<file path="config.mk">
export PLATFORM = sky130hd
export DESIGN_NAME = ad2_i2c_responder
export DESIGN_NICKNAME = d
export VERILOG_FILES = /design/src/rtl/ad2_i2c_responder.sv
export SDC_FILE = /design/constraint.sdc
export NUM_CORES = 1
export LEC_CHECK = 0
export ABC_AREA = 1
export BUFFER_PORTS_ARGS = -buffer_cell sky130_fd_sc_hd__buf_2
export CORE_MARGIN = 2
export CORE_UTILIZATION = 54
export DETAILED_ROUTE_END_ITERATION = 7
export PLACE_DENSITY_LB_ADDON = 0.05
export SYNTH_ARGS = -nofsm -noshare
export SYNTH_HDL_FRONTEND = slang
export SYNTH_SLANG_ARGS = --single-unit
export TNS_END_PERCENT = 5
</file>
<file path="constraint.sdc">
create_clock -name clk -period 1.9 [get_ports clk]
set_input_delay 0.095 -clock clk [delete_from_list [all_inputs] [get_ports clk]]
set_output_delay 0.095 -clock clk [all_outputs]
set_load 0.005 [all_outputs]
</file>
<file path="src/rtl/ad2_i2c_responder.sv">
// I2C target at a fixed 7-bit address.
// A write stores one configuration byte. A read streams 12-bit channel
// samples as two-byte words.
module ad2_i2c_responder #(
   parameter logic [6:0] I2C_ADDR  = 7'h28,
   parameter logic [7:0] CFG_RESET = 8'h10
) (
   input  logic        clk,
   input  logic        rst,
   input  logic        scl_in,
   input  logic        sda_in,
   output logic        sda_oe,
   input  logic [11:0] sample0,
   input  logic [11:0] sample1,
   input  logic [11:0] sample2,
   input  logic [11:0] sample3,
   output logic [7:0]  cfg_reg,
   output logic        cfg_wr,
   output logic        busy
);

   localparam int unsigned SMP_W = 12;
   localparam int unsigned CNT_W = 4;
   localparam logic [CNT_W-1:0] BIT_LAST = CNT_W'(7);
   localparam logic [CNT_W-1:0] BIT_DONE = CNT_W'(8);

   typedef enum logic [2:0] {
      IDLE, ADDR, ADDR_ACK, WR_BYTE, WR_ACK, RD_BYTE, RD_ACK, WAIT_STOP
   } state_t;

   state_t           state;
   logic             scl_s1, scl_s2, scl_q;
   logic             sda_s1, sda_s2, sda_q;
   logic [CNT_W-1:0] bit_cnt;
   logic [7:0]       rx_sr;
   logic [7:0]       tx_sr;
   logic [SMP_W-1:0] val_q;
   logic [1:0]       ch_ptr;
   logic             rw;
   logic             byte_sel;
   logic             rd_ack;

   logic             scl_rise_c, scl_fall_c, start_c, stop_c;
   logic [7:0]       rx_next_c;
   logic [3:0]       active_c;
   logic [1:0]       lowest_c, next_c, load_ch_c;
   logic             found_c, load_b0_c;
   logic [SMP_W-1:0] load_smp_c;
   logic [7:0]       load_byte_c;

   // Two-flop synchronizers plus one history stage for edge detection
   always_ff @(posedge clk) begin
      if (rst) begin
         scl_s1 <= 1'b1;
         scl_s2 <= 1'b1;
         scl_q  <= 1'b1;
         sda_s1 <= 1'b1;
         sda_s2 <= 1'b1;
         sda_q  <= 1'b1;
      end else begin
         scl_s1 <= scl_in;
         scl_s2 <= scl_s1;
         scl_q  <= scl_s2;
         sda_s1 <= sda_in;
         sda_s2 <= sda_s1;
         sda_q  <= sda_s2;
      end
   end

   // Bus events seen on the synchronized lines
   always_comb begin
      scl_rise_c = scl_s2 & ~scl_q;
      scl_fall_c = ~scl_s2 & scl_q;
      start_c    = scl_s2 & scl_q & sda_q & ~sda_s2;
      stop_c     = scl_s2 & scl_q & ~sda_q & sda_s2;
      rx_next_c  = {rx_sr[6:0], sda_s2};
   end

   // Channel selection and next read byte
   always_comb begin
      active_c = (cfg_reg[7:4] == 4'h0) ? 4'b0001 : cfg_reg[7:4];
      lowest_c = 2'd0;
      for (int i = 3; i >= 0; i--) begin
         if (active_c[i]) lowest_c = 2'(i);
      end
      next_c  = lowest_c;
      found_c = 1'b0;
      for (int i = 0; i < 4; i++) begin
         if (!found_c && (i > int'(ch_ptr)) && active_c[i]) begin
            next_c  = 2'(i);
            found_c = 1'b1;
         end
      end
      load_b0_c  = (state == ADDR_ACK) || !byte_sel;
      load_ch_c  = (state == ADDR_ACK) ? lowest_c : ch_ptr;
      load_smp_c = sample0;
      case (load_ch_c)
         2'd1:    load_smp_c = sample1;
         2'd2:    load_smp_c = sample2;
         2'd3:    load_smp_c = sample3;
         default: load_smp_c = sample0;
      endcase
      load_byte_c = load_b0_c ? {2'b00, load_ch_c, load_smp_c[11:8]} : val_q[7:0];
   end

   // Protocol FSM: bits sampled on SCL rise, SDA drive changes on SCL fall
   always_ff @(posedge clk) begin
      if (rst) begin
         state    <= IDLE;
         sda_oe   <= 1'b0;
         busy     <= 1'b0;
         cfg_wr   <= 1'b0;
         cfg_reg  <= CFG_RESET;
         bit_cnt  <= CNT_W'(0);
         ch_ptr   <= 2'd0;
         rx_sr    <= 8'h00;
         tx_sr    <= 8'h00;
         val_q    <= SMP_W'(0);
         rw       <= 1'b0;
         byte_sel <= 1'b0;
         rd_ack   <= 1'b0;
      end else begin
         cfg_wr <= 1'b0;
         if (stop_c) begin
            state   <= IDLE;
            sda_oe  <= 1'b0;
            busy    <= 1'b0;
            bit_cnt <= CNT_W'(0);
            rd_ack  <= 1'b0;
         end else if (start_c) begin
            state    <= ADDR;
            sda_oe   <= 1'b0;
            busy     <= 1'b1;
            bit_cnt  <= CNT_W'(0);
            byte_sel <= 1'b0;
            rd_ack   <= 1'b0;
         end else begin
            case (state)
               ADDR: if (scl_rise_c) begin
                  rx_sr <= rx_next_c;
                  if (bit_cnt == BIT_LAST) begin
                     bit_cnt <= CNT_W'(0);
                     if (rx_next_c[7:1] == I2C_ADDR) begin
                        state <= ADDR_ACK;
                        rw    <= rx_next_c[0];
                     end else begin
                        state <= WAIT_STOP;
                     end
                  end else begin
                     bit_cnt <= bit_cnt + CNT_W'(1);
                  end
               end
               // sda_oe doubles as the phase flag: low = before ACK, high = ACK clock
               ADDR_ACK: if (scl_fall_c) begin
                  if (!sda_oe) begin
                     sda_oe <= 1'b1;
                  end else if (rw) begin
                     state    <= RD_BYTE;
                     tx_sr    <= load_byte_c;
                     sda_oe   <= ~load_byte_c[7];
                     bit_cnt  <= CNT_W'(0);
                     val_q    <= load_smp_c;
                     ch_ptr   <= load_ch_c;
                     byte_sel <= 1'b1;
                  end else begin
                     sda_oe  <= 1'b0;
                     bit_cnt <= CNT_W'(0);
                     state   <= WR_BYTE;
                  end
               end
               WR_BYTE: if (scl_rise_c) begin
                  rx_sr <= rx_next_c;
                  if (bit_cnt == BIT_LAST) begin
                     bit_cnt <= CNT_W'(0);
                     cfg_reg <= rx_next_c;
                     cfg_wr  <= 1'b1;
                     state   <= WR_ACK;
                  end else begin
                     bit_cnt <= bit_cnt + CNT_W'(1);
                  end
               end
               WR_ACK: if (scl_fall_c) begin
                  if (!sda_oe) begin
                     sda_oe <= 1'b1;
                  end else begin
                     sda_oe <= 1'b0;
                     state  <= WR_BYTE;
                  end
               end
               RD_BYTE: begin
                  if (scl_rise_c) begin
                     bit_cnt <= bit_cnt + CNT_W'(1);
                  end else if (scl_fall_c) begin
                     if (bit_cnt == BIT_DONE) begin
                        sda_oe  <= 1'b0;
                        bit_cnt <= CNT_W'(0);
                        state   <= RD_ACK;
                     end else begin
                        sda_oe <= ~tx_sr[6];
                        tx_sr  <= {tx_sr[6:0], 1'b0};
                     end
                  end
               end
               RD_ACK: begin
                  if (scl_rise_c) begin
                     if (!sda_s2) rd_ack <= 1'b1;
                     else         state  <= WAIT_STOP;
                  end else if (scl_fall_c && rd_ack) begin
                     rd_ack  <= 1'b0;
                     state   <= RD_BYTE;
                     tx_sr   <= load_byte_c;
                     sda_oe  <= ~load_byte_c[7];
                     bit_cnt <= CNT_W'(0);
                     if (load_b0_c) begin
                        val_q    <= load_smp_c;
                        ch_ptr   <= load_ch_c;
                        byte_sel <= 1'b1;
                     end else begin
                        ch_ptr   <= next_c;
                        byte_sel <= 1'b0;
                     end
                  end
               end
               default: sda_oe <= 1'b0;
            endcase
         end
      end
   end

endmodule

</file>
== Yosys cells after proc, flatten, opt, wreduce, memory -nomap -nowiden ==
Index checks and enable logic that the tools add are counted.

* Register bits: 51
* Bits of input ports: 52
* Output and inout bits: 11
* Word-level logic and storage cells: 213

* $add $sub $neg: 1
* Magnitude comparators: 3
* Equality and inequality tests: 50
* Multiplexer cells: 87
* Bitwise logic cells: 18
* Reduce and logical (&&, ||, !) cells: 34

{| class="wikitable"
|+ Operators with widths
! kind !! count
|-
| 7-bit two-way mux || 8
|-
| 8-bit two-way mux || 7
|-
| 3-bit != test, second input constant || 18
|-
| 3-bit two-way mux || 16
|-
| 4-bit two-way mux || 10
|-
| 12-bit case mux with 3 select lines || 1
|-
| 2-bit != test, second input constant || 17
|-
| 2-bit two-way mux || 14
|-
| 14-bit AND reduction || 2
|-
| 1-bit two-way mux || 24
|-
| 7-bit case mux with 3 select lines || 1
|-
| 3-bit case mux with 6 select lines || 1
|-
| 4-bit case mux with 4 select lines || 1
|-
| 8-bit case mux with 2 select lines || 1
|-
| 8-bit AND reduction || 2
|-
| 7-bit AND reduction || 2
|-
| 1-bit NOT || 11
|-
| 11-bit AND reduction || 1
|-
| 3-bit equality test, second input constant || 3
|-
| 9-bit AND reduction || 1
|-
| 4-bit != test, second input constant || 2
|-
| 1-bit bitwise AND || 7
|-
| 7-bit by 6-bit equality test with 1-bit output, second input constant || 1
|-
| 7-bit nonzero test || 1
|-
| 28 further kinds || 41
|}

== Longest topological paths before layout ==
* Depth in word-level cells: 16
* Depth in mapped cells: 13
* Depth with buffers taken out: 12

== Least setup slack after synthesis ==
No wires, ideal clock.

* Kind: reg2reg
* Start point: reg scl_q
* End point: reg val_q[4]
* Setup time: 0.113 ns
* Arrival: 1.521 ns
* Data required time: 1.787 ns
* Path slack: 0.266 ns
* Cell stages (with the launch flop): 14
* Buffers on the path: 1
* Period minus slack after synthesis: 1.634 ns
* Cells stage by stage: dfxtp_1 -> inv_1 -> ha_1 -> inv_1 -> nor2_1 -> inv_1 -> nand2_1 -> nor2_1 -> nand2_2 -> nor2_2 -> buf_4 -> nand2_1 -> nor2_1 -> nor2_1

* Elaborated cells on any way between the ends: 15
* Those cells by class: 3 x eq/ne; 10 x bitwise; 2 x reduce/logical

{| class="wikitable"
|+ RTL lines
! what !! line !! source
|-
| start, declared || 32 || <nowiki>logic scl_s1, scl_s2, scl_q;</nowiki>
|-
| start signal, assigned || 63 || <nowiki>scl_q <= scl_s2;</nowiki>
|-
| 1-bit NOT || 72 || <nowiki>scl_rise_c = scl_s2 & ~scl_q;</nowiki>
|-
| 1-bit bitwise AND || 72 ||
|-
| via scl_rise_c || 43 || <nowiki>logic scl_rise_c, scl_fall_c, start_c, stop_c;</nowiki>
|-
| 2-bit != test (no line) || n/a ||
|-
| 9-bit AND reduction (no line) || n/a ||
|-
| end signal, assigned || 162 || <nowiki>val_q <= load_smp_c;</nowiki>
|-
| end signal, assigned || 215 || <nowiki>val_q <= load_smp_c;</nowiki>
|-
| end, declared || 37 || <nowiki>logic [SMP_W-1:0] val_q;</nowiki>
|}

The timed path passes the listed nets, and every way through them passes these cells.
A chain may end at the register's enable or synchronous reset.

== Worst setup path in the final report ==
* Start point: reg scl_s2
* End point: reg cfg_reg[5]

* Cells in the longest elaborated chain, start to end: 5
* Elaborated cells on any way between the ends: 9
* Those cells by class: 8 x bitwise; 1 x reduce/logical

{| class="wikitable"
|+ Ends and longest elaborated chain
! what !! line !! source
|-
| start, declared || 32 ||
|-
| start signal, assigned || 62 || <nowiki>scl_s2 <= scl_s1;</nowiki>
|-
| 1-bit bitwise AND || 74, 75 ||
|-
| 1-bit bitwise AND (on tied branches) (2 in series) || 75, 74 ||
|-
| 1-bit NOT (no line) || n/a ||
|-
| 5-bit AND reduction (no line) (*) || n/a ||
|-
| end signal, assigned || 175 || <nowiki>cfg_reg <= rx_next_c;</nowiki>
|-
| end, declared || 17 || <nowiki>output logic [7:0] cfg_reg,</nowiki>
|}

Mark *: on every way between the ends. The rest lies on a longest branch, timed or not.

==> flow_summary.yaml <==
pwr:
  max-vdd-ir-drop_mv: 0.478
  switchingPower_uw: 1070
  p_leak_uw: 0.00170
  power_density_mw_per_mm2: 816
  seqPwrFrac: 0.439
  p_int_uw: 1800
  comb_power_share: 0.333
  pwr-share-clk: 0.228
  p_sw_frac: 0.374
place:
  post_dp_cell_area_sq_mm: 0.00336
  place.gp.congestion: 0.941
  dp_slack_ns: 0.0562
  dp_hpwl_mm: 5.81
  numPortBuffers: 62
critical_path:
  critPathTopFamily: "simple AND/OR/NAND/NOR gates"
  rr_worst_depth: 9
  worst_setup_path_start_kind: "flop"
  crit_chain: "ha_1 -> nand3_1 -> nand2_1 -> nor2_2 -> nand3_1 -> nor2_1 -> buf_6 -> inv_1 -> a211oi_1"
  path_class: "flop to flop"
  crit_slowest_cell: "dfxtp_1"
  critPathRequiredTime_ns: 2.14
  critPathMaxStageDelay_ns: 0.35
  cpMostUsedCell: "nand3_1"
  arrival_ns: 2.00
  r2r_setup_slack_ns: 0.13
  cp_max_fo: 14
  worst-path-buf-inv: 2
  r2r-end: "cfg_reg[5]$_SDFFE_PP0P_"
  end_kind: "flop"
  r2r_start: "scl_s2$_SDFF_PP1_"
  cp_num_cells: 9
job:
  maxCapViolCount: 0
detailed_routing:
  vias_per_cell: 5.30
  drcViolationCount: 0
  ant_nets: 0
  routed_wl_mm: 7.55
  drt_iter0_drc: 186
  via_count: 3193
  routedWlPerCell_microns: 12.5
  firstDrtPassIters: 5
grt:
  grt_usage: 0.260
  grt_max_degree: 24
  antenna_found_initial: 0
  grt_pass1_wl_mm: 12.8
  grt-ovfl-total: 0
  grt_pass1_vias: 2860
timing:
  timing.hold.ws_ns: 0.0924
  worstMarginPinSlew_ns: 0.334
  fmax_mhz: 566
  min_period_over_period: 0.931
  rsz0062_at_grt: "true"
  skew_ns: 0.0130
  setup_slack_ns: 0.132
  setup_viol: 0
  hold_viol: 0
  fin_crit_ns: 1.77
  slew_viol_final: 0
  slew-limit-headroom: 0.777
die:
  core-area_sq_mm: 0.00514
  dieArea_sq_mm: 0.00594
  rows: 26
  io_pins: 63
  dieHeight_microns: 77.1
  initial_core_util: 0.561
  die_w_microns: 77.1
clocking:
  clk_path_buf_depth: 2
  cts_root_buffer: "clkbuf_8"
  cts_tree: "yes"
  post_cts_buffers: 0
  cts.clk_slew.worst_paths_ns: 0.10
  cts_inserted_buffers: 5
  clkLatencyLatePin_ns: 0.31
  cts_num_sinks: 51
  htreeDepth: 2
status:
  status: "completed"
synthesis:
  synth_top_family_by_area: "simple AND/OR/NAND/NOR gates"
  yosys.area_share.adder: 0.0217
  synthCells: 454
  yosysWarnings: 0
  synth-edff-count: 0
  synth_nets: 511
  synthesis.area_sq_mm: 0.00289
  yosys.area_share.simple: 0.376
  ys_ff_latch: 51
  ys.flop_type: "dfxtp_1"
  synth_compound_area_frac: 0.167
  syn_area_per_cell_sq_um: 6.36
  synth_cell_types: 28
  ys_seq_area_frac: 0.354
  synth-xor-area-share: 0
  muxShareOfSynthArea: 0
  postSynth.asyncResetShare: 0
layout:
  drive_gt1_frac: 0.236
  n_fill_cell: 500
  areaGrowthSynthToFinish_pct: 21.8
  finalInstanceArea_sq_mm: 0.00351
  n_antenna_cell: 0
  fin_nets: 589
min_path:
  hold_path_depth: 3
  hold_start: "sample0[0]"
  holdCritPathClass: "primary input to flop"
  worstHoldEndpoint: "val_q[0]$_SDFFE_PP0P_"
==> logic make-up after synthesis <==
logic type                 after synthesis
DFF                                     51
and+or+nand+nor                        247
AOI/OAI and AO/OA                       91
adders and majority gates                5
buffers and inverters                   60
==> worst min-delay path, stage by stage <==
cell	delay, ns
buf_2	0.08
o21ai_1	0.07
a21oi_1	0.11
==> metrics by stage <==
| step | setup TNS [ns] | cells | power, uW | util |
|---|---|---|---|---|
| 2_1_floorplan | 0 | 454 | 1920 | - |
| 3_3_place_gp | 0 | 593 | 2190 | 0.654 |
| 3_5_place_dp | 0 | 593 | 2200 | 0.654 |
| 4_1_cts | 0 | 603 | 2850 | 0.676 |
| 5_1_grt | -0.0726 | 603 | 3080 | 0.684 |
| 6_report | 0 | 603 | 2870 | 0.684 |
==> power groups by stage <==
stage / combinational, uW / sequential, uW / clock (uW)
2_1_floorplan: 645 / 1270 / 0
3_3_place_gp: 910 / 1280 / 0
3_5_place_dp: 914 / 1280 / 0
4_1_cts: 922 / 1260 / 668
5_1_grt: 1100 / 1280 / 707
6_report: 955 / 1260 / 653
==> worst max-delay path by stage <==
stage,start,end,slack [ns]
finish,scl_s2$_SDFF_PP1_,cfg_reg[5]$_SDFFE_PP0P_,0.13
global route,state[2]$_SDFFE_PP0P_,val_q[0]$_SDFFE_PP0P_,-0.03
CTS,scl_q$_SDFF_PP1_,val_q[5]$_SDFFE_PP0P_,0.02
detailed placement,scl_q$_SDFF_PP1_,val_q[6]$_SDFFE_PP0P_,0.06
global placement,scl_q$_SDFF_PP1_,val_q[6]$_SDFFE_PP0P_,0.05
floorplan,scl_q$_SDFF_PP1_,val_q[4]$_SDFFE_PP0P_,0.27
==> per-layer routing <==
| metal | up-vias | GRT usage | part of all wire | routed length (microns) |
|---|---|---|---|---|
| met4 | 0 | 0.0714 | 0.018 | 133 |
| met1 | 1396 | 0.353 | 0.46 | 3500 |
| met3 | 15 | 0.0435 | 0.066 | 497 |
| met2 | 131 | 0.430 | 0.45 | 3430 |
| li1 | 1651 | - | - | - |
| met5 | - | 0 | 0 | 0 |
==> layout make-up <==
type	instances	area [sq um]	share of cell area
clock buffers	5	68.8	0.0196
clock inverters	3	22.5	0.00641
inverters	51	191	0.0545
multi-input cells	343	1660	0.474
flip-flops and latches	51	1020	0.292
well taps	70	87.6	0.0249
repair buffers	80	454	0.129
==> synthesized netlist by cell type (4+ instances only) <==
| cell type | count | share of area |
|---|---|---|
| o21ai_1 | 12 | 0.021 |
| nand4_1 | 7 | 0.015 |
| nand3_1 | 41 | 0.071 |
| nor3_1 | 6 | 0.010 |
| nand2_2 | 4 | 0.0087 |
| o21ai_0 | 37 | 0.064 |
| clkbuf_1 | 5 | 0.0065 |
| nand2_1 | 117 | 0.15 |
| nor2_1 | 54 | 0.070 |
| a21oi_1 | 32 | 0.056 |
| inv_1 | 44 | 0.057 |
| dfxtp_1 | 51 | 0.35 |
| inv_2 | 7 | 0.0091 |
| or2_2 | 4 | 0.0087 |
| ha_1 | 5 | 0.022 |
| nor2_2 | 6 | 0.013 |
==> cell usage in the layout, fill, tap and decap left out, drive strengths merged <==
cell type    Yosys  routed
nand2          121     121
buf              4      78
nor2            62      62
inv             51      52
dfxtp           51      51
o21ai           49      49
nand3           43      43
a21oi           32      32
nor3             8       8
nand4            7       7
clkbuf           5       5
ha               5       5
or2              4       4
a211oi           3       3
o2111ai          3       3
nand3b           2       2
dlygate4sd3      0       2
clkinv           0       2
a31oi            1       1
o21a             1       1
o211ai           1       1
o31ai            1       1
==> timing repair <==
item | 4_1_cts | 5_1_grt
endpoints found under the hold margin | 2 | 0
gates resized for setup | 0 | 18
hold buffers | 2 | 0
setup endpoints to repair | 0 | 24
Power figures use the tool's default switching activity.
